`src/rtl/data_pack_pkg.sv`:
```
// Shared widths and types for the packet-to-word packer.
package data_pack_pkg;

    localparam int PKT_W  = 7;
    localparam int WORD_W = 32;
    localparam int FILL_W = $clog2(WORD_W);      // fill range 0..WORD_W-1
    localparam int BITS_W = $clog2(WORD_W + 1);  // word_bits range 1..WORD_W
    localparam int SUM_W  = FILL_W + 1;          // fill + PKT_W without overflow

    typedef enum logic {
        OUT_EMPTY = 1'b0,
        OUT_FULL  = 1'b1
    } out_state_t;

endpackage

```
`src/rtl/data_pack_outreg.sv`:
```
// Output word register with valid/ready handshake.
//
// state     | meaning
// ----------+-------------------------------------------------
// OUT_EMPTY | no word held; register free for a load
// OUT_FULL  | word_out/word_bits valid, waiting for word_ready
module data_pack_outreg
    import data_pack_pkg::*;
(
    input  logic              clk,
    input  logic              rst,
    input  logic              i_load,
    input  logic [WORD_W-1:0] i_word,
    input  logic [BITS_W-1:0] i_bits,
    input  logic              i_word_ready,
    output logic [WORD_W-1:0] o_word,
    output logic [BITS_W-1:0] o_bits,
    output logic              o_valid,
    output logic              o_free
);

    out_state_t        r_state;
    out_state_t        w_state_next;
    logic [WORD_W-1:0] r_word;
    logic [BITS_W-1:0] r_bits;

    // State register.
    always_ff @(posedge clk or posedge rst) begin
        if (rst) begin
            r_state <= OUT_EMPTY;
        end else begin
            r_state <= w_state_next;
        end
    end

    // Next state: a load always leaves us full; a consume without a load empties.
    always_comb begin
        w_state_next = r_state;
        case (r_state)
            OUT_EMPTY: if (i_load) w_state_next = OUT_FULL;
            OUT_FULL:  if (i_word_ready && !i_load) w_state_next = OUT_EMPTY;
            default:   w_state_next = OUT_EMPTY;
        endcase
    end

    // Payload capture; the caller only loads while the register is free.
    always_ff @(posedge clk or posedge rst) begin
        if (rst) begin
            r_word <= '0;
            r_bits <= '0;
        end else if (i_load) begin
            r_word <= i_word;
            r_bits <= i_bits;
        end
    end

    assign o_word  = r_word;
    assign o_bits  = r_bits;
    assign o_valid = (r_state == OUT_FULL);
    assign o_free  = (r_state == OUT_EMPTY) || i_word_ready;

endmodule

```
`src/rtl/data_pack_datapath.sv`:
```
// Packs fixed-width packets into an MSB-first continuous bitstream of words,
// with a flush that emits the partial word zero-padded.
module data_pack_datapath #(
    parameter int PKT_W  = data_pack_pkg::PKT_W,
    parameter int WORD_W = data_pack_pkg::WORD_W
) (
    input  logic                             clk,
    input  logic                             rst,
    input  logic [PKT_W-1:0]                 pkt_in,
    input  logic                             pkt_valid,
    output logic                             pkt_ready,
    input  logic                             flush,
    output logic [WORD_W-1:0]                word_out,
    output logic [data_pack_pkg::BITS_W-1:0] word_bits,
    output logic                             word_valid,
    input  logic                             word_ready,
    output logic [data_pack_pkg::FILL_W-1:0] fill
);

    import data_pack_pkg::*;

    logic [WORD_W-1:0]       r_acc;
    logic [FILL_W-1:0]       r_fill;

    logic [SUM_W-1:0]        w_sum;
    logic                    w_fits;
    logic                    w_free;
    logic                    w_accept;
    logic                    w_flush_go;
    logic                    w_load;
    logic [WORD_W+PKT_W-1:0] w_wide;
    logic [WORD_W-1:0]       w_load_word;
    logic [BITS_W-1:0]       w_load_bits;

    assign w_sum  = {1'b0, r_fill} + SUM_W'(PKT_W);
    assign w_fits = (w_sum < SUM_W'(WORD_W));

    // Accumulator extended by one packet of spill room: the top WORD_W bits are
    // the word-so-far, the low PKT_W bits hold any overflow left-aligned.
    assign w_wide = {r_acc, {PKT_W{1'b0}}} | ({pkt_in, {WORD_W{1'b0}}} >> r_fill);

    assign pkt_ready  = !rst && !flush && (w_fits || w_free);
    assign w_accept   = pkt_valid && pkt_ready;
    assign w_flush_go = flush && (r_fill != '0) && w_free;
    assign w_load     = w_flush_go || (w_accept && !w_fits);

    assign w_load_word = w_flush_go ? r_acc : w_wide[WORD_W+PKT_W-1:PKT_W];
    assign w_load_bits = w_flush_go ? BITS_W'(r_fill) : BITS_W'(WORD_W);

    // Accumulator and fill update; on a completing accept the truncated sum is
    // exactly fill+PKT_W-WORD_W.
    always_ff @(posedge clk or posedge rst) begin
        if (rst) begin
            r_acc  <= '0;
            r_fill <= '0;
        end else if (w_flush_go) begin
            r_acc  <= '0;
            r_fill <= '0;
        end else if (w_accept) begin
            if (w_fits) begin
                r_acc <= w_wide[WORD_W+PKT_W-1:PKT_W];
            end else begin
                r_acc <= {w_wide[PKT_W-1:0], {(WORD_W-PKT_W){1'b0}}};
            end
            r_fill <= w_sum[FILL_W-1:0];
        end
    end

    data_pack_outreg u_outreg (
        .clk          (clk),
        .rst          (rst),
        .i_load       (w_load),
        .i_word       (w_load_word),
        .i_bits       (w_load_bits),
        .i_word_ready (word_ready),
        .o_word       (word_out),
        .o_bits       (word_bits),
        .o_valid      (word_valid),
        .o_free       (w_free)
    );

    assign fill = r_fill;

endmodule

```
`config.mk`:
```
export PLATFORM = sky130hd
export DESIGN_NAME = data_pack_datapath
export DESIGN_NICKNAME = d
export VERILOG_FILES = /design/src/rtl/data_pack_pkg.sv /design/src/rtl/data_pack_outreg.sv /design/src/rtl/data_pack_datapath.sv
export SDC_FILE = /design/constraint.sdc
export NUM_CORES = 1
export LEC_CHECK = 0
export CAP_MARGIN = 20
export CELL_PAD_IN_SITES_DETAIL_PLACEMENT = 0
export CELL_PAD_IN_SITES_GLOBAL_PLACEMENT = 1
export CORE_MARGIN = 1.5
export CORE_UTILIZATION = 40
export CTS_CLUSTER_DIAMETER = 30
export DETAILED_ROUTE_END_ITERATION = 6
export PLACE_DENSITY = 0.78
export RECOVER_POWER = 25
export SYNTH_ARGS = -nofsm -noshare
export SYNTH_HDL_FRONTEND = slang
export SYNTH_SLANG_ARGS = --single-unit
export TNS_END_PERCENT = 20
```
`constraint.sdc`:
```
create_clock -name clk -period 3.5 [get_ports clk]
set_input_delay 0.525 -clock clk [delete_from_list [all_inputs] [get_ports clk]]
set_output_delay 0.525 -clock clk [all_outputs]
set_load 0.03 [all_outputs]
```
Word-level counts from Yosys, hierarchy flattened
Cells that the tools add are included.
{"block": "totals", "inputBits": 12, "register_bits": 76, "word_cells": 36}
{"block": "classes", "add_sub_neg": 1, "shift": 1, "n_bitwise": 2, "n_mux": 10, "reduce_logical": 16, "n_lt_le_gt_ge": 1}
{"cell": "2-to-1 mux 32 bit", "n": 4}
{"cell": "bitwise OR 39 bit", "n": 1}
{"cell": ">> shifter 39 x 5 -> 39 bit", "n": 1}
{"cell": "2-to-1 mux 5 bit", "n": 2}
{"cell": "logical AND 1 bit", "n": 7}
{"cell": "adder 5 x 3 -> 6 bit, second input constant", "n": 1}
{"cell": "less-than comparator 6 bit, second input constant", "n": 1}
{"cell": "2-to-1 mux 6 bit", "n": 1}
{"cell": "nonzero test 5 bit", "n": 1}
{"cell": "zero test 1 bit", "n": 4}
{"cell": "logical OR 1 bit", "n": 3}
{"cell": "2-to-1 mux 1 bit", "n": 2}
{"cell": "one-hot mux 1 bit (2 select lines)", "n": 1}
{"cell": "nonzero test 2 bit", "n": 1}
{"cell": "NOT 1 bit", "n": 1}

Depth between registers and ports, before layout
{"block": "depth", "word_depth": 11, "mapped_depth": 12, "depth_no_buf": 7}

Hierarchy
Synthesis repeated with hierarchy kept, for this count alone.
{"block": "unflattened", "cells_unflattened": 399, "hier_area_um2": 4315.4}
{"module": "data_pack_datapath", "instances": 1, "area_each_um2": 2824.0, "cells_per_inst": 315, "seq_area_each_um2": 925.9}
{"module": "data_pack_outreg", "instances": 1, "area_each_um2": 1491.4, "cells_per_inst": 84, "seq_area_each_um2": 975.9}

Least setup slack after synthesis
OpenSTA, ideal clock, no wires.
{"block": "synth_path", "kind": "flip-flop to flip-flop", "from": "register r_fill[1] (netlist: fill[1])", "to": "register u_outreg.r_word[6] (netlist: u_outreg.o_word[6])", "synth_period_minus_slack_ps": 2621, "arrival_time_ps": 2490, "n_path_buf": 4, "setup_slack_ps": 879, "path_stages_with_launch": 12, "path_cell_list": "dfrtp_1 > buf_2 > buf_2 > buf_2 > inv_1 > ha_1 > or4b_4 > and2_4 > o21ai_2 > buf_6 > mux2i_1 > o21ai_0"}
{"block": "synth_via", "elab_chain_len": 7, "word_cells_on_any_way": 14}
{"element": "start, declared", "line": "data_pack_datapath.sv:23", "text": "logic [FILL_W-1:0] r_fill;"}
{"element": "start signal, assigned", "line": "data_pack_datapath.sv:65", "text": "r_fill <= w_sum[FILL_W-1:0];"}
{"element": "adder 5 x 3 -> 6 bit", "line": "data_pack_datapath.sv:35", "text": "assign w_sum = {1'b0, r_fill} + SUM_W'(PKT_W);"}
{"element": "less-than comparator 6 bit", "line": "data_pack_datapath.sv:36", "text": "assign w_fits = (w_sum < SUM_W'(WORD_W));"}
{"element": "logical OR 1 bit", "line": "data_pack_datapath.sv:42", "text": "assign pkt_ready = !rst && !flush && (w_fits || w_free);"}
{"element": "logical AND 1 bit", "line": "data_pack_datapath.sv:42"}
{"element": "logical AND 1 bit", "line": "data_pack_datapath.sv:43", "text": "assign w_accept = pkt_valid && pkt_ready;"}
{"element": "logical AND 1 bit", "line": "data_pack_datapath.sv:45", "text": "assign w_load = w_flush_go || (w_accept && !w_fits);"}
{"element": "logical OR 1 bit", "line": "data_pack_datapath.sv:45"}
{"element": "end signal, assigned", "line": "data_pack_outreg.sv:52", "text": "r_word <= i_word;"}
{"element": "end, declared", "line": "data_pack_outreg.sv:24", "text": "logic [WORD_W-1:0] r_word;"}
Parallel ways exist; a longest one is shown, timed or not.
A chain may end at the register's enable or synchronous reset.

Worst setup path in the final report
{"block": "layout_path", "from": "register r_fill[0] (netlist: fill[0])", "to": "output pkt_ready"}
{"block": "layout_via", "elab_chain_len": 4}
{"element": "adder 5 x 3 -> 6 bit", "line": "data_pack_datapath.sv:35"}
{"element": "less-than comparator 6 bit", "line": "data_pack_datapath.sv:36"}
{"element": "logical OR 1 bit", "line": "data_pack_datapath.sv:42"}
{"element": "logical AND 1 bit", "line": "data_pack_datapath.sv:42"}
{"element": "end, declared", "line": "data_pack_datapath.sv:11", "text": "output logic pkt_ready,"}
Every way passes these cells.

==> impl_metrics.py <==
metrics = {
    "synthesis": {
        "ys_dominant_reg_cell": "dfrtp_1",
        "ys_top_cells_by_area": "dfrtp_1, nand2_1, nor2_1",
        "ys_types": 60,
        "ys_ff_latch": 76,
        "async_reset_ff_share_pct": 100,
        "synth_fp_nets": 425,
        "yosys_warnings": 0,
        "synth_top_cell_by_area": "dfrtp_1",
        "synth_edf_count": 0,
        "ys_seq_area_share_pct": 49.2,
        "synth_cells": 411,
        "avgSynthCellArea_um2": 9.40,
        "syn-cell-area_mm2": 0.00386,
        "synth_top_area_share_pct": 49.2,
    },
    "run_status": {
        "status": "finished with violations",
        "violations": "capacitance limit, slew limit",
    },
    "timing": {
        "fin_crit_sh_pct": 82.9,
        "tns_ps": 0,
        "skew_ps": 9.16,
        "whs_ps": 478,
        "fmax_mhz": 344,
        "setup_violations": 0,
        "slew_headroom_pct": -23.8,
        "worst_pin_slew_ps": 1860,
        "final-hold-violation-count": 0,
        "report.final.slew_viol_count": 77,
        "rsz0062_at_grt": "no",
        "fin_crit_ps": 2900,
    },
    "power_and_ir_drop": {
        "finalPower_uw": 3980,
        "pwr_density_cell_mw_per_mm2": 840,
        "internal_power_uw": 2230,
        "share_comb_of_total_power_pct": 51.6,
        "sw_frac_of_total_pct": 44.1,
        "power_frac_seq_pct": 31.8,
        "power_switching_uw": 1760,
        "vdd_drop_max_uv": 356,
        "p_clk_share_pct": 16.6,
        "total_leakage_power_uw": 0.00201,
    },
    "place": {
        "hpwl_mm": 7.10,
        "placed_cells": 579,
        "gp_congestion": 0.904,
        "port_buffers": 56,
    },
    "final_layout": {
        "diodes": 0,
        "num-nets-final": 476,
        "drive_gt1_share_pct": 10.3,
        "syn_to_final_growth_pct": 22.7,
        "final_cells": 595,
        "mostFrequentLayoutCells": "dfrtp_1, nor2_1, nand2_1",
        "layout_commonest_cell": "dfrtp_1",
    },
    "clock_tree": {
        "cts_setup_buffers": 0,
        "clk_pin_slew_ps": 80,
        "cts.sinks": 76,
        "holdBufCountCts": 0,
        "cts_tree": "yes",
        "numCtsBuffers": 9,
        "cts_resized": 0,
        "worst_skew_pair.late_latency_ps": 350,
        "cts.htree.levels": 3,
        "ctsRootBufferMaster": "clkbuf_8",
        "cts_buffer_depth": 2,
    },
    "floorplanning": {
        "dieArea_mm2": 0.0103,
        "initial_core_util_pct": 41.6,
        "die_h_um": 101,
        "pin_count": 57,
        "die_w_um": 101,
        "core_area_mm2": 0.00928,
        "rows": 35,
    },
    "setup_path": {
        "end_kind": "output pin",
        "worstPathRequired_ps": 2970,
        "start_kind": "flop",
        "path_common_cell": "buf_4",
        "slowest_stage": "clkdlybuf4s50_1",
        "worstPathArrival_ps": 2380,
        "crit_fanout": 23,
        "path_cells": "buf_4 -> o311ai_2 -> buf_4 -> nor2_1 -> nor3_1 -> clkdlybuf4s50_1",
        "max_stage_delay_ps": 700,
        "crit_type": "reg2out",
    },
    "detailed_routing": {
        "drc": 0,
        "vias_per_cell": 5.59,
        "wl_mm": 10.4,
        "post_drt_wl_per_cell_um": 17.5,
        "drtAntennaViolNets": 0,
        "vias": 3329,
        "drtIter0Drc": 254,
        "first_pass_iters": 5,
    },
    "grt": {
        "grt_max_degree": 77,
        "grt_util_all_layers_pct": 21.9,
        "grt_pass1_wl_mm": 17.3,
        "grt_pass1_vias": 3260,
        "overflow": 0,
        "grt_antenna_before_repair": 0,
    },
    "flow_run": {
        "cap_violations": 1,
    },
    "min_path": {
        "hold_class": "reg2reg",
    },
}
[state kept, by name, indices dropped and copies added (netlist names)]
name,cells
u_outreg.o_word,32
u_outreg.o_bits,6
fill,5
r_acc,32
u_outreg.o_valid,1
[critical path, delay by kind of cell (launching register included)]
family | cells | cell delay [ps]
AOI/OAI and AO/OA | 1 | 280
buffers and inverters | 3 | 1130
DFF | 1 | 380
and+or+nand+nor | 2 | 230
[per-stage QoR]
step	utilization (%)	setup WS (ps)	cell area (µm²)
after floorplan	-	879	3860
after global placement	48.8	739	4530
after detailed placement	48.8	646	4530
after CTS	50.8	575	4720
after global routing	51.1	482	4740
final	51.1	597	4740
[final timing paths]
kind / start / end / slack [ps] / depth (start not counted)
min in group asynchronous: rst / r_acc[30] / 1340 / 3
max in group asynchronous: rst / r_acc[9] / 1060 / 3
setup / recovery: fill[0] / pkt_ready / 600 / 6
setup reg to reg: fill[0] / u_outreg.o_word[2] / 1080 / 8
hold / removal: u_outreg.o_word[7] / u_outreg.o_word[7] / 480 / 2
hold reg to reg: u_outreg.o_word[7] / u_outreg.o_word[7] / 480 / 2
[cells in the mapped netlist, drive strengths merged (2+ instances only)]
| library cell | count |
|---|---|
| dfrtp | 76 |
| nor2 | 57 |
| nand2 | 56 |
| a21oi | 36 |
| o21ai | 32 |
| buf | 19 |
| clkbuf | 11 |
| a31oi | 9 |
| nand3 | 9 |
| inv | 7 |
| mux2i | 7 |
| a32o | 6 |
| mux2 | 6 |
| nor3 | 6 |
| a22oi | 5 |
| a211oi | 4 |
| nand2b | 4 |
| nor2b | 4 |
| o22ai | 4 |
| a22o | 3 |
| a41oi | 3 |
| and2 | 3 |
| mux4 | 3 |
| nor3b | 3 |
| o21a | 3 |
| a21boi | 2 |
| a2bb2oi | 2 |
| ha | 2 |
| nand3b | 2 |
| o211ai | 2 |
| o221ai | 2 |
| o31ai | 2 |
| xnor2 | 2 |
[cell families (layout without fill, tap and decap cells)]
group                    after synthesis  after routing  synth area share [%]
AND/OR/NAND/NOR                      151            151                  17.7
buffers and inverters                 37             92                  5.22
adder cells (fa/ha/maj)                2              2                 0.648
XOR/XNOR                               3              3                 0.680
AO/OA/AOI/OAI                        126            126                  21.3
flip-flops                            76             76                  49.2
multiplexers                          16             16                  5.31
[area by class of cell]
cell class / instances / area [µm²]
tap: 129 / 161
timing repair buffer: 70 / 696
sequential: 76 / 1900
multi-input combinational: 298 / 1770
clock inverter: 6 / 65.1
clock buffer: 9 / 124
inverter: 7 / 26.3
fill: 907 / 4540
[metal layers]
layer  track usage [%]  part of all wire [%]
met5                 0                     0
met4              7.05                   1.8
met3              5.52                   6.8
met2              32.0                    45
met1              31.9                    47
[power groups by stage]
stage	clock network (µW)	registers, µW	logic (µW)
6_report	660	1270	2060
5_1_grt	711	1290	2250
4_1_cts	671	1270	2030
3_5_place_dp	0	1280	2010
3_3_place_gp	0	1270	2000
2_1_floorplan	0	1580	1070
(Power assumes the default switching activity.)
